### src/rtl/lcd_mode_sched_if.sv
// Signal bundle between the LCD scheduler and its surroundings: tick/button
// inputs, the three mode character sources, and the HD44780 control/data bus.
interface lcd_mode_sched_if;
  logic       en_tick;
  logic       btn_mode;
  logic [7:0] char_clk;
  logic [7:0] char_stop;
  logic [7:0] char_alarm;
  logic [4:0] index;
  logic [1:0] mode;
  logic       lcd_rs;
  logic       lcd_rw;
  logic       lcd_e;
  logic [7:0] lcd_data;

  modport master (
    output en_tick, btn_mode, char_clk, char_stop, char_alarm,
    input  index, mode, lcd_rs, lcd_rw, lcd_e, lcd_data
  );

  modport slave (
    input  en_tick, btn_mode, char_clk, char_stop, char_alarm,
    output index, mode, lcd_rs, lcd_rw, lcd_e, lcd_data
  );
endinterface

### src/rtl/lcd_mode_sched.sv
// HD44780 refresh scheduler: init sequence, then endless two-line frames from the
// selected mode block. Optional LCD_CLEAR_ON_MODE_EN clears the display on mode change.
module lcd_mode_sched (
  input  logic            clk,
  input  logic            rst,
  lcd_mode_sched_if.slave bus
);

  typedef enum logic [2:0] {
    ST_INIT  = 3'd0,
    ST_ADDR1 = 3'd1,
    ST_LINE1 = 3'd2,
    ST_ADDR2 = 3'd3,
    ST_LINE2 = 3'd4
`ifdef LCD_CLEAR_ON_MODE_EN
    , ST_CLR = 3'd5
`endif
  } state_t;

  function automatic logic [7:0] init_cmd(input logic [1:0] step);
    case (step)
      2'd0:    init_cmd = 8'h38;
      2'd1:    init_cmd = 8'h0C;
      2'd2:    init_cmd = 8'h06;
      2'd3:    init_cmd = 8'h01;
      default: init_cmd = 8'h00;
    endcase
  endfunction

  function automatic logic [1:0] next_mode(input logic [1:0] m);
    case (m)
      2'd0:    next_mode = 2'd1;
      2'd1:    next_mode = 2'd2;
      default: next_mode = 2'd0;
    endcase
  endfunction

  state_t     state_r, state_s;
  logic       phase_r, phase_s;
  logic [2:0] step_r, step_s;
  logic [4:0] index_r, index_s;
  logic [1:0] mode_r, mode_s;
  logic       pending_r, pending_s;
  logic       lcd_rs_r, lcd_rs_s;
  logic       lcd_e_r, lcd_e_s;
  logic [7:0] lcd_data_r, lcd_data_s;
  logic [7:0] char_s, cmd_s;
  logic       cmd_rs_s, wait_s, wait_last_s, frame_end_s;

  // Next-state, transfer sequencing and mode-change application
  always_comb begin
    state_s     = state_r;
    phase_s     = phase_r;
    step_s      = step_r;
    index_s     = index_r;
    mode_s      = mode_r;
    pending_s   = pending_r | bus.btn_mode;
    lcd_rs_s    = lcd_rs_r;
    lcd_e_s     = lcd_e_r;
    lcd_data_s  = lcd_data_r;
    cmd_s       = 8'h00;
    cmd_rs_s    = 1'b0;
    wait_s      = 1'b0;
    wait_last_s = 1'b0;
    frame_end_s = 1'b0;

    case (mode_r)
      2'd0:    char_s = bus.char_clk;
      2'd1:    char_s = bus.char_stop;
      2'd2:    char_s = bus.char_alarm;
      default: char_s = bus.char_clk;
    endcase

    case (state_r)
      ST_INIT: begin
        if (step_r < 3'd4) begin
          cmd_s = init_cmd(step_r[1:0]);
        end else begin
          wait_s      = 1'b1;
          wait_last_s = (step_r == 3'd5);
        end
      end
      ST_ADDR1: cmd_s = 8'h80;
      ST_LINE1, ST_LINE2: begin
        cmd_s    = char_s;
        cmd_rs_s = 1'b1;
      end
      ST_ADDR2: cmd_s = 8'hC0;
`ifdef LCD_CLEAR_ON_MODE_EN
      ST_CLR: begin
        if (step_r == 3'd0) begin
          cmd_s = 8'h01;
        end else begin
          wait_s      = 1'b1;
          wait_last_s = (step_r == 3'd2);
        end
      end
`endif
      default: cmd_s = 8'h00;
    endcase

    if (bus.en_tick && wait_s) begin
      if (wait_last_s) begin
        step_s = 3'd0;
        if (state_r == ST_INIT) begin
          frame_end_s = 1'b1;
        end else begin
          state_s = ST_ADDR1;
        end
      end else begin
        step_s = step_r + 3'd1;
      end
    end else if (bus.en_tick && !phase_r) begin
      lcd_rs_s   = cmd_rs_s;
      lcd_data_s = cmd_s;
      lcd_e_s    = 1'b1;
      phase_s    = 1'b1;
    end else if (bus.en_tick) begin
      // Tick B: strobe falls with rs/data held; index moves only after character writes
      lcd_e_s = 1'b0;
      phase_s = 1'b0;
      case (state_r)
        ST_INIT:  step_s = step_r + 3'd1;
        ST_ADDR1: state_s = ST_LINE1;
        ST_LINE1: begin
          index_s = index_r + 5'd1;
          if (index_r == 5'd15) begin
            state_s = ST_ADDR2;
          end else begin
            state_s = ST_LINE1;
          end
        end
        ST_ADDR2: state_s = ST_LINE2;
        ST_LINE2: begin
          index_s = index_r + 5'd1;
          if (index_r == 5'd31) begin
            frame_end_s = 1'b1;
          end else begin
            state_s = ST_LINE2;
          end
        end
`ifdef LCD_CLEAR_ON_MODE_EN
        ST_CLR:   step_s = step_r + 3'd1;
`endif
        default:  state_s = ST_INIT;
      endcase
    end else begin
      phase_s = phase_r;
    end

    // Frame boundary is the only place a pending (or coincident) mode request lands
    if (frame_end_s) begin
      if (pending_s) begin
        mode_s    = next_mode(mode_r);
        pending_s = 1'b0;
`ifdef LCD_CLEAR_ON_MODE_EN
        state_s   = ST_CLR;
`else
        state_s   = ST_ADDR1;
`endif
      end else begin
        state_s = ST_ADDR1;
      end
    end else begin
      mode_s = mode_r;
    end
  end

  // State and registered LCD outputs; reset drops lcd_e asynchronously
  always_ff @(posedge clk or negedge rst) begin
    if (!rst) begin
      state_r    <= ST_INIT;
      phase_r    <= 1'b0;
      step_r     <= 3'd0;
      index_r    <= 5'd0;
      mode_r     <= 2'd0;
      pending_r  <= 1'b0;
      lcd_rs_r   <= 1'b0;
      lcd_e_r    <= 1'b0;
      lcd_data_r <= 8'h00;
    end else begin
      state_r    <= state_s;
      phase_r    <= phase_s;
      step_r     <= step_s;
      index_r    <= index_s;
      mode_r     <= mode_s;
      pending_r  <= pending_s;
      lcd_rs_r   <= lcd_rs_s;
      lcd_e_r    <= lcd_e_s;
      lcd_data_r <= lcd_data_s;
    end
  end

  assign bus.index    = index_r;
  assign bus.mode     = mode_r;
  assign bus.lcd_rs   = lcd_rs_r;
  assign bus.lcd_rw   = 1'b0;
  assign bus.lcd_e    = lcd_e_r;
  assign bus.lcd_data = lcd_data_r;

endmodule

### src/flat_wrapper.sv
// flat-port wrapper written by rule: the top's interface ports become plain ports
module lcd_mode_sched_flat 
  (clk, rst, bus_en_tick, bus_btn_mode, bus_char_clk, bus_char_stop, bus_char_alarm, bus_index, bus_mode, bus_lcd_rs, bus_lcd_rw, bus_lcd_e, bus_lcd_data);
  lcd_mode_sched_if bus_i ();
  input  logic clk;
  input  logic rst;
  input wire logic [$bits(bus_i.en_tick)-1:0] bus_en_tick;
  input wire logic [$bits(bus_i.btn_mode)-1:0] bus_btn_mode;
  input wire logic [$bits(bus_i.char_clk)-1:0] bus_char_clk;
  input wire logic [$bits(bus_i.char_stop)-1:0] bus_char_stop;
  input wire logic [$bits(bus_i.char_alarm)-1:0] bus_char_alarm;
  output wire logic [$bits(bus_i.index)-1:0] bus_index;
  output wire logic [$bits(bus_i.mode)-1:0] bus_mode;
  output wire logic [$bits(bus_i.lcd_rs)-1:0] bus_lcd_rs;
  output wire logic [$bits(bus_i.lcd_rw)-1:0] bus_lcd_rw;
  output wire logic [$bits(bus_i.lcd_e)-1:0] bus_lcd_e;
  output wire logic [$bits(bus_i.lcd_data)-1:0] bus_lcd_data;
  assign bus_i.en_tick = bus_en_tick;
  assign bus_i.btn_mode = bus_btn_mode;
  assign bus_i.char_clk = bus_char_clk;
  assign bus_i.char_stop = bus_char_stop;
  assign bus_i.char_alarm = bus_char_alarm;
  assign bus_index = bus_i.index;
  assign bus_mode = bus_i.mode;
  assign bus_lcd_rs = bus_i.lcd_rs;
  assign bus_lcd_rw = bus_i.lcd_rw;
  assign bus_lcd_e = bus_i.lcd_e;
  assign bus_lcd_data = bus_i.lcd_data;
  lcd_mode_sched u_core (.clk(clk), .rst(rst), .bus(bus_i));
endmodule
### config.mk
export PLATFORM = sky130hd
export DESIGN_NAME = lcd_mode_sched_flat
export DESIGN_NICKNAME = d
export VERILOG_FILES = /design/src/rtl/lcd_mode_sched_if.sv /design/src/rtl/lcd_mode_sched.sv /design/src/flat_wrapper.sv
export SDC_FILE = /design/constraint.sdc
export NUM_CORES = 1
export LEC_CHECK = 0
export ABC_AREA = 1
export CAP_MARGIN = 15
export CORE_ASPECT_RATIO = 0.8
export CORE_MARGIN = 2
export CORE_UTILIZATION = 42
export CTS_CLUSTER_DIAMETER = 100
export CTS_CLUSTER_SIZE = 24
export DETAILED_ROUTE_END_ITERATION = 8
export GPL_ROUTABILITY_DRIVEN = 0
export PLACE_DENSITY_LB_ADDON = 0.3
export SLEW_MARGIN = 40
export SYNTH_ARGS = -nofsm -noshare
export SYNTH_HDL_FRONTEND = slang
export SYNTH_SLANG_ARGS = --single-unit
### constraint.sdc
create_clock -name clk -period 1.6 [get_ports clk]
set_clock_uncertainty 0.15 [all_clocks]
set_input_delay 0.24 -clock clk [delete_from_list [all_inputs] [get_ports clk]]
set_output_delay 0.24 -clock clk [all_outputs]
set_load 0.01 [all_outputs]
==> results.yml, run 1 <==
timing:
  worst_slack_ns: -0.0821
  min_period_over_period_pct: 105
  period_needed_ns: 1.68
  finalSetupViolCount: 6
  slew_violations: 0
  rsz0062_at_grt: "yes"
  fmax_mhz: 594
  hold_violations: 0
cts:
  htree_levels: 1
  cts_hold_buf: 0
  tritoncts: "yes"
  numClockSinks: 24
  clkTransAtPathRegs_ns: 0.09
  cts_buffers: 3
  insertion_delay_ns: 0.27
  cts_buffer_depth: 2
  cts-root-buf: "clkbuf_8"
drt:
  viasPerCell: 5.00
  drc: 0
  vias: 1615
  firstDrtPassIters: 4
  ant_nets: 0
  drtIter0Drc: 96
  wl_per_cell_um: 13.5
  wirelength_um: 4370
worst_setup_path:
  critPathTopFamily: "simple AND/OR/NAND/NOR gates"
  end_kind: "flop"
  cp_slowest_cell: "dfrtp_1"
  critPathBufInv: 1
  cp.required_ns: 1.62
  crit_fanout: 6
  cp_slowest_stage_delay_ns: 0.43
  arrival_ns: 1.70
  setup.worst_path.class: "reg -> reg"
  crit_path_start_kind: "flop"
  path_cells: "nor2_4 > buf_4 > nand4_1 > nand2_2 > nor2_1 > nand3_1 > nand2_1"
global_routing:
  grt_pass1_wl_um: 6800
  met1_usage_pct: 29.4
  grt-busiest-layer: "met2"
  use_met2_pct: 33.7
  antenna_found_initial: 0
  grt_pass1_vias: 1491
  grt_max_degree: 25
  grt_use_met3_pct: 4.28
  grt-ovfl-total: 0
  grt_use_total_pct: 20.8
layout:
  postLayoutCellArea_um2: 2520
  drive_gt1_share_pct: 28.5
  final_nets: 322
  fin_util_pct: 72.5
  area_growth_pct: 62.7
  antenna_cells: 0
  n_fill_cell: 274
  instances_no_fill: 323
placement:
  placedCellCount: 307
  dp_hpwl_um: 3050
  place_ws_ns: -0.157
  place_area_um2: 2200
  io_buffers: 44
floorplan:
  die-area_um2: 4190
  fp.dieH_um: 58.3
  pin_count: 46
  num_rows: 19
  core-area_um2: 3470
  start_util_pct: 44.6
  die_w_um: 71.9
logic_synthesis:
  ys_ff_latch: 24
  syn_inst: 202
  ys_seq_area_share_pct: 38.8
  yosys_warnings: 0
  syn_area_um2: 1550
  avgSynthCellArea_um2: 7.66
  synth_nets: 242
  synth_cell_types: 28
status:
  violations: "setup timing"
  status: "finished, violations left"
min_path:
  hold_path.class: "in -> async"
power:
  power_density_nw_per_um2: 1640
  ir_drop_v: 0.000987
  leakage_uw: 0.00128
job:
  drv_cap: 0
## metrics by stage
| step | hold WS, ns | total power (µW) | setup TNS, ns |
|---|---|---|---|
| after floorplan | -0.206 | 2260 | -0.147 |
| after global placement | 0.312 | 3110 | -0.854 |
| after detailed placement | 0.317 | 3150 | -1.59 |
| after CTS | 0.183 | 3770 | -0.0532 |
| after global routing | 0.189 | 4460 | -0.772 |
| final | 0.169 | 4130 | -0.310 |
## cell families after synthesis
family | after synthesis | share of synthesized area, %
XOR/XNOR | 4 | 2.26
AO/OA/AOI/OAI | 25 | 9.70
AND/OR/NAND/NOR | 110 | 31.9
flip-flops | 24 | 38.8
adder cells (fa/ha/maj) | 12 | 9.70
multiplexers | 1 | 0.970
other | 1 | 0.242
buffers and inverters | 25 | 6.39
## power breakdown
part	total [µW]	internal [µW]	switching [µW]
Sequential	958	811	147
Combinational	2630	1260	1360
Clock	546	335	211
## synth_stat cells, drive strengths merged
cell	instances	share of area (%)
nand2	74	19
dfrtp	24	39
inv	20	4.9
nand3	20	7.1
nor2	13	3.8
ha	12	9.7
o21ai	10	3.2
a21oi	5	1.9
o211ai	5	2.4
clkbuf	3	0.73
nand4	3	1.6
o22ai	3	1.2
buf	2	0.81
xnor2	2	1.1
xor2	2	1.1
a22o	1	0.57
a31oi	1	0.40
conb	1	0.24
mux2	1	0.97
## final timing paths
path / cells past startpoint / slack [ns] / from / to
min in group clk: 2 / 0.33 / u_core.bus.lcd_data[0] / u_core.bus.lcd_data[0]
min reg2reg: 2 / 0.33 / u_core.bus.lcd_data[0] / u_core.bus.lcd_data[0]
max reg2reg: 7 / -0.08 / u_core.state_r[0] / u_core.state_r[2]
max in group asynchronous: 2 / 0.89 / rst / u_core.phase_r
min: 2 / 0.17 / rst / u_core.bus.index[3]
max: 7 / -0.08 / u_core.state_r[0] / u_core.state_r[2]
## registers in the layout, indices dropped and copies added, names as in the netlist
name                 cells
u_core.bus.index         5
u_core.bus.lcd_data      8
u_core.bus.lcd_rs        1
u_core.bus.mode          2
u_core.pending_r         1
u_core.phase_r           1
u_core.state_r           3
u_core.step_r            3
## layout make-up
type	count	area, µm²	share of cell area (%)
inverters	20	77.6	3.08
multi-input cells	153	1000	39.7
clock inverters	1	30.0	1.19
clock buffers	3	41.3	1.64
well taps	42	52.6	2.09
flip-flops and latches	24	601	23.9
repair buffers	80	716	28.4
## layout by cell type, fill, tap and decap left out, types with 2 or more instances in the layout
| cell type | Yosys | final |
|---|---|---|
| a21oi_2 | 1 | 4 |
| buf_4 | 1 | 34 |
| buf_6 | 0 | 2 |
| clkbuf_8 | 0 | 3 |
| clkdlybuf4s15_1 | 0 | 2 |
| clkdlybuf4s50_1 | 0 | 34 |
| dfrtp_1 | 24 | 24 |
| dlygate4sd2_1 | 0 | 6 |
| dlymetal6s2s_1 | 0 | 2 |
| ha_1 | 12 | 7 |
| ha_4 | 0 | 4 |
| inv_1 | 19 | 15 |
| inv_2 | 1 | 4 |
| nand2_1 | 69 | 64 |
| nand2_2 | 3 | 5 |
| nand2_4 | 2 | 4 |
| nand3_1 | 18 | 15 |
| nand3_2 | 2 | 4 |
| nand4_1 | 2 | 2 |
| nor2_1 | 11 | 7 |
| nor2_2 | 1 | 4 |
| nor2_4 | 1 | 2 |
| o211ai_1 | 5 | 5 |
| o21ai_0 | 10 | 4 |
| o21ai_1 | 0 | 4 |
| o21ai_2 | 0 | 2 |
| o22ai_1 | 3 | 2 |
| xnor2_1 | 2 | 2 |
| xor2_1 | 2 | 2 |
## routing by layer
layer / wire [µm] / up-vias
met3: 197 / 4
met2: 2080 / 40
met5: 0 / -
met4: 27 / 0
met1: 2060 / 765
li1: - / 806
## timing repair
item | 4_1_cts | 5_1_grt
gates resized for setup | 14 | 32
setup endpoints to repair | 16 | 23
pin swaps | 2 | 8
buffers inserted | 4 | 8
(Power assumes the default switching activity.)
==> run 2, diff against run 1 <==
--- a/config.mk
+++ b/config.mk
@@ -9,7 +9,7 @@
 export CAP_MARGIN = 15
 export CORE_ASPECT_RATIO = 0.8
 export CORE_MARGIN = 2
-export CORE_UTILIZATION = 42
+export CORE_UTILIZATION = 36
 export CTS_CLUSTER_DIAMETER = 100
 export CTS_CLUSTER_SIZE = 24
 export DETAILED_ROUTE_END_ITERATION = 8
==> run 2 against run 1 <==
The run still ends with setup timing left. Combinational power is 6% lower. Non-clock buffer count is 5 lower. Worst setup slack better by 0.033 ns. Die area is 16% higher. Design area is 3.7% lower. Global-route usage is 4.7 points lower. Fmax is 2.0% higher. Critical path depth is 2 higher. Critical path type unchanged. Highest routed layer unchanged.
==> results.yml, run 2 (synthesis results as in run 1) <==
floorplan:
  num_rows: 21
  start_util_pct: 37.3
  die_w_um: 77.3
  core-area_um2: 4150
  pin_count: 46
  fp.dieH_um: 62.6
  die-area_um2: 4840
cts:
  numClockSinks: 24
  htree_levels: 1
  cts_buffer_depth: 2
  cts_buffers: 3
  cts-root-buf: "clkbuf_8"
  clkTransAtPathRegs_ns: 0.08
  insertion_delay_ns: 0.26
  tritoncts: "yes"
power:
  leakage_uw: 0.00124
  p_sw_uw: 1570
  power_density_nw_per_um2: 1560
  comb_power_share_pct: 65.5
  pwr-share-clk_pct: 9.1
  p_sw_share_pct: 41.5
  internal_power_uw: 2210
  ir_drop_v: 0.000745
  pwr-share-seq_pct: 25.4
layout:
  antenna_cells: 0
  area_growth_pct: 56.7
  layout_common_cells: "64 x nand2_1, 35 x clkdlybuf4s50_1, 30 x buf_4"
  final_nets: 317
  final_common_cell: "nand2_1"
  drive_gt1_share_pct: 24.7
  largest_register_ff_count: 8
  postLayoutCellArea_um2: 2420
global_routing:
  grt_pass1_vias: 1452
  grt_max_degree: 25
  grt_use_total_pct: 16.1
  grt-ovfl-total: 0
  antenna_found_initial: 0
  grt_pass1_wl_um: 6420
min_path:
  hold_path.class: "in -> async"
status:
  status: "finished, violations left"
  violations: "setup timing"
worst_setup_path:
  r2r_cells: 9
  r2r_end: "u_core.state_r[1]"
  setup.worst_path.class: "reg -> reg"
  crit_path_start_kind: "flop"
  cp.required_ns: 1.61
  r2r_slack_ns: -0.05
  arrival_ns: 1.65
  regToRegStartpoint: "u_core.state_r[0]"
  crit_fanout: 6
  end_kind: "flop"
placement:
  io_buffers: 44
  place_area_um2: 2230
  dp_hpwl_um: 2930
drt:
  wirelength_um: 3830
  vias: 1539
  viasPerCell: 4.64
  ant_nets: 0
  wl_per_cell_um: 11.5
  drtIter0Drc: 82
  firstDrtPassIters: 4
  drc: 0
timing:
  rsz0062_at_grt: "yes"
  min_period_over_period_pct: 103
  finalSetupViolCount: 5
  period_needed_ns: 1.65
  fmax_mhz: 606
  worst_slack_ns: -0.0488
  hold_violations: 0
  slew_violations: 0
  holdWs_ns: 0.177
  fin_tns_setup_ns: -0.139
job:
  drv_cap: 0
-- run 2: changes by cell type in the layout (fill, tap and decap cells not counted), moves of 2 or more --
cell | previous run | this run
o21ai_1 | 4 | 6
nor2_1 | 7 | 9
nand3_2 | 4 | 2
nand2_4 | 4 | 2
buf_4 | 34 | 30
nor2_2 | 4 | 1
buf_6 | 2 | 0
nand3_1 | 15 | 18
o21ai_2 | 2 | 0
clkdlybuf4s15_1 | 2 | 0
nand2_2 | 5 | 8
-- run 2: how the worst max path moves through the flow --
stage	startpoint	to	slack, ns	depth (start not counted)
after floorplan	u_core.bus.mode[0]	u_core.bus.lcd_data[0]	-0.02	8
after global placement	bus_en_tick	u_core.state_r[0]	-0.11	9
after detailed placement	bus_en_tick	u_core.bus.mode[1]	-0.14	8
after CTS	u_core.bus.index[1]	u_core.bus.mode[1]	-0.003	9
after global routing	u_core.state_r[0]	u_core.state_r[1]	-0.17	7
final	u_core.state_r[0]	u_core.state_r[1]	-0.05	9
-- run 2: layout make-up --
class,instances,area [µm²]
Fill cell,394,1730
Multi-Input combinational cell,153,953
Timing Repair Buffer,75,682
Sequential cell,24,602
Inverter,20,75.1
Tap cell,57,71.3
Clock buffer,3,41.3
-- run 2: repair_timing --
action | in CTS | in global routing
endpoints found under the setup margin | 20 | 23
setup buffers | 2 | 6
pin swaps | 1 | 3
hold buffers | 0 | 0
gates resized for setup | 11 | 21
-- run 2: critical path, stage by stage, from the launching register on --
cell     delay (ns)
dfrtp_2        0.45
nor2_4         0.17
buf_4          0.14
nand4_2        0.12
nand2_1        0.13
nor2_2         0.06
nor2_4         0.12
nand2_2        0.09
nand2_1        0.07
nand2_1        0.05
-- run 2: stage by stage --
step / utilization, % / total power, µW / worst slack [ns] / instances
5_1_grt: 58.4 / 4090 / -0.171 / 332
6_report: 58.4 / 3780 / -0.0488 / 332
2_1_floorplan: - / 2260 / -0.0219 / 202
3_3_place_gp: 53.7 / 3120 / -0.107 / 321
4_1_cts: 55.3 / 3490 / -0.00291 / 326
3_5_place_dp: 53.7 / 3140 / -0.145 / 321
-- run 2: power groups by stage --
stage	registers, µW	logic [µW]	clock network (µW)
6_report	959	2470	344
4_1_cts	957	2180	357
5_1_grt	987	2720	381
2_1_floorplan	1050	1210	0
3_3_place_gp	967	2160	0
3_5_place_dp	968	2170	0
-- run 2: routing by layer --
| layer | track usage (%) | wire length [µm] |
|---|---|---|
| met5 | 0 | 0 |
| met4 | 2.23 | 10 |
| met3 | 3.47 | 134 |
| met2 | 25.2 | 1680 |
| met1 | 23.5 | 2000 |
==> run 3, diff against run 2 <==
--- a/config.mk
+++ b/config.mk
@@ -5,7 +5,6 @@
 export SDC_FILE = /design/constraint.sdc
 export NUM_CORES = 1
 export LEC_CHECK = 0
-export ABC_AREA = 1
 export CAP_MARGIN = 15
 export CORE_ASPECT_RATIO = 0.8
 export CORE_MARGIN = 2
@@ -15,6 +14,7 @@
 export DETAILED_ROUTE_END_ITERATION = 8
 export GPL_ROUTABILITY_DRIVEN = 0
 export PLACE_DENSITY_LB_ADDON = 0.3
+export SETUP_SLACK_MARGIN = 0.3
 export SLEW_MARGIN = 40
 export SYNTH_ARGS = -nofsm -noshare
 export SYNTH_HDL_FRONTEND = slang
==> constraint.sdc (replaced) <==
create_clock -name clk -period 1.45 [get_ports clk]
set_clock_uncertainty 0.15 [all_clocks]
set_input_delay 0.2175 -clock clk [delete_from_list [all_inputs] [get_ports clk]]
set_output_delay 0.2175 -clock clk [all_outputs]
set_load 0.01 [all_outputs]
==> run 3 against run 2 <==
The run still ends with setup timing left. Synthesized cell count decreased by 25%. Clock-buffer cell count increased by 1. Hold slack worse by 0.040 ns. Largest cell class unchanged.
==> results.yml, run 3 <==
status:
  status: "finished, violations left"
  violations: "setup timing"
timing:
  period_needed_ns: 1.76
  fin_tns_setup_ns: -3.55
  worst_slack_ns: -0.309
  finalSetupViolCount: 25
  hold_violations: 0
  min_period_over_period_pct: 121
  rsz0062_at_grt: "yes"
  slew_violations: 0
  holdWs_ns: 0.138
  fmax_mhz: 569
logic_synthesis:
  syn_area_um2: 1530
  yosys_warnings: 0
  synth-edff-count: 0
  ys_ff_latch: 24
  synthMuxAreaShare_pct: 6.81
  synth_cell_types: 41
  synth_fa_ha_area_share_pct: 9.84
  avgSynthCellArea_um2: 10.1
  synth_xor_area_share_pct: 2.30
  yosys-top-cells-count: "24 x dfrtp_1, 14 x nand2_1, 12 x ha_1, 10 x nor2_1"
  synth_top_area_cell: "dfrtp_1"
  syn_inst: 151
  yosys.area_share.simple_pct: 15.8
  synth_area_leaders: "dfrtp_1 39%, ha_1 9.8%, a22oi_1 3.9%, nand2_1 3.4%, o211ai_1 3.4%"
  async_flop_share_pct: 100
  synth_top_family_by_area: "compound AO/OA/AOI/OAI gates"
  synth.most_common_cell: "dfrtp_1"
  ys_seq_area_share_pct: 39.4
  synth_nets: 191
  synth_top_cell_area_share_pct: 39.4
  synth_compound_area_share_pct: 19.4
  ys.flop_type: "dfrtp_1"
power:
  p_sw_uw: 1210
  power_density_nw_per_um2: 1210
  pwr-share-clk_pct: 13.5
  pwr-share-seq_pct: 28.4
  p_sw_share_pct: 34.3
  ir_drop_v: 0.000954
  fin_total_pwr_uw: 3520
  comb_power_share_pct: 58.1
  leakage_uw: 0.00124
  internal_power_uw: 2310
cts:
  insertion_delay_ns: 0.27
  clkTransAtPathRegs_ns: 0.09
  numClockSinks: 24
  cts-root-buf: "clkbuf_8"
  cts_buffers: 3
  cts_buffer_depth: 2
  htree_levels: 1
  tritoncts: "yes"
  cts_hold_buf: 0
drt:
  drc: 0
  viasPerCell: 4.94
  drtIter0Drc: 73
  wl_per_cell_um: 15.6
  wirelength_um: 5000
  firstDrtPassIters: 4
  vias: 1582
  ant_nets: 0
global_routing:
  grt_max_degree: 25
  use_met2_pct: 36.6
  grt_pass1_wl_um: 7960
  grt_pass1_vias: 1651
  grt-ovfl-total: 0
  grt_use_met3_pct: 4.51
  grt_use_total_pct: 20.8
  antenna_found_initial: 0
  grt-busiest-layer: "met2"
  met1_usage_pct: 26.0
worst_setup_path:
  regToRegStartpoint: "u_core.bus.index[1]"
  end_kind: "flop"
  cp-startpoint: "u_core.bus.index[1]"
  crit_fanout: 2
  setup.worst_path.class: "reg -> reg"
  cp.required_ns: 1.47
  arrival_ns: 1.78
  crit_path_start_kind: "flop"
floorplan:
  core-area_um2: 4130
  fp.dieH_um: 62.2
  start_util_pct: 37.0
  num_rows: 21
  pin_count: 46
  die-area_um2: 4780
  die_w_um: 76.8
placement:
  placedCellCount: 278
  dp_hpwl_um: 3350
  io_buffers: 44
layout:
  largest_register_ff_count: 8
  drive_gt1_share_pct: 55.5
  n_fill_cell: 297
  final_common_cell: "buf_4"
  area_growth_pct: 90.2
  layout_common_cells: "48 x buf_4, 31 x buf_6, 26 x clkdlybuf4s50_1"
  antenna_cells: 0
  instances_no_fill: 320
  final_nets: 304
min_path:
  hold_path.class: "in -> async"
job:
  drv_cap: 0
run 3: cell types whose count changed after synthesis, sizes merged, moves of 8 or more:
cell   delta
nand2    -60
inv      -12
nand3    -19
a22oi     +8
run 3: logic make-up after synthesis:
logic type / after synthesis
buf+inv: 18
compound gates: 43
flops: 24
simple gates: 40
mux: 9
fa+ha+maj: 12
other cells: 1
xor+xnor: 4
run 3: worst max-delay path: stages (launching register included):
cell and delay (ns):
dfrtp_1 0.38, ha_2 0.19, and3_4 0.20, ha_4 0.14, nand4_4 0.07, a2bb2o_4 0.23, mux2_4 0.29
run 3: power groups by stage:
stage               Combinational, µW  Sequential, µW  Clock (µW)
floorplan                         559            1120           0
global placement                 1430            1010           0
detailed placement               1480            1020           0
CTS                              1830             996         475
global route                     2200            1020         515
finish                           2050            1000         477
run 3: path summary, 6_finish.rpt:
| kind | endpoint | slack, ns | cells after the start |
|---|---|---|---|
| setup / recovery | u_core.bus.mode[0] | -0.31 | 6 |
| hold / removal | u_core.bus.lcd_data[3] | 0.14 | 2 |
| setup reg to reg | u_core.bus.mode[0] | -0.31 | 6 |
| hold reg to reg | u_core.bus.lcd_data[7] | 0.38 | 1 |
| max in group asynchronous | u_core.state_r[0] | 0.85 | 2 |
| min in group clk | u_core.bus.lcd_data[7] | 0.38 | 1 |
run 3: layout make-up:
| cell class | count | area, µm² | share of cell area [%] |
|---|---|---|---|
| flip-flops and latches | 24 | 607 | 20.9 |
| well taps | 57 | 71.3 | 2.46 |
| inverters | 8 | 30.0 | 1.04 |
| repair buffers | 118 | 1070 | 36.8 |
| multi-input cells | 109 | 1070 | 36.8 |
| clock buffers | 4 | 55.1 | 1.90 |
run 3: stage by stage:
| stage | instance area, µm² | worst slack [ns] | util, % |
|---|---|---|---|
| global route | 2900 | -0.355 | 70.3 |
| CTS | 2740 | -0.314 | 66.5 |
| finish | 2900 | -0.309 | 70.3 |
| global placement | 2360 | -0.407 | 57.2 |
| floorplan | 1650 | -0.354 | - |
| detailed placement | 2360 | -0.499 | 57.2 |
run 3: metal layers:
layer | share of wire (%) | wire length, µm
met5 | 0 | 0
met4 | 1.0 | 52
met3 | 5.4 | 272
met2 | 52 | 2620
met1 | 41 | 2060
run 3: timing repair:
item,4_1_cts,5_1_grt
pin swaps,15,19
setup endpoints to repair,41,41
cloned,1,0
resized for setup,124,13
buffers inserted,24,13
endpoints found under the hold margin,0,0
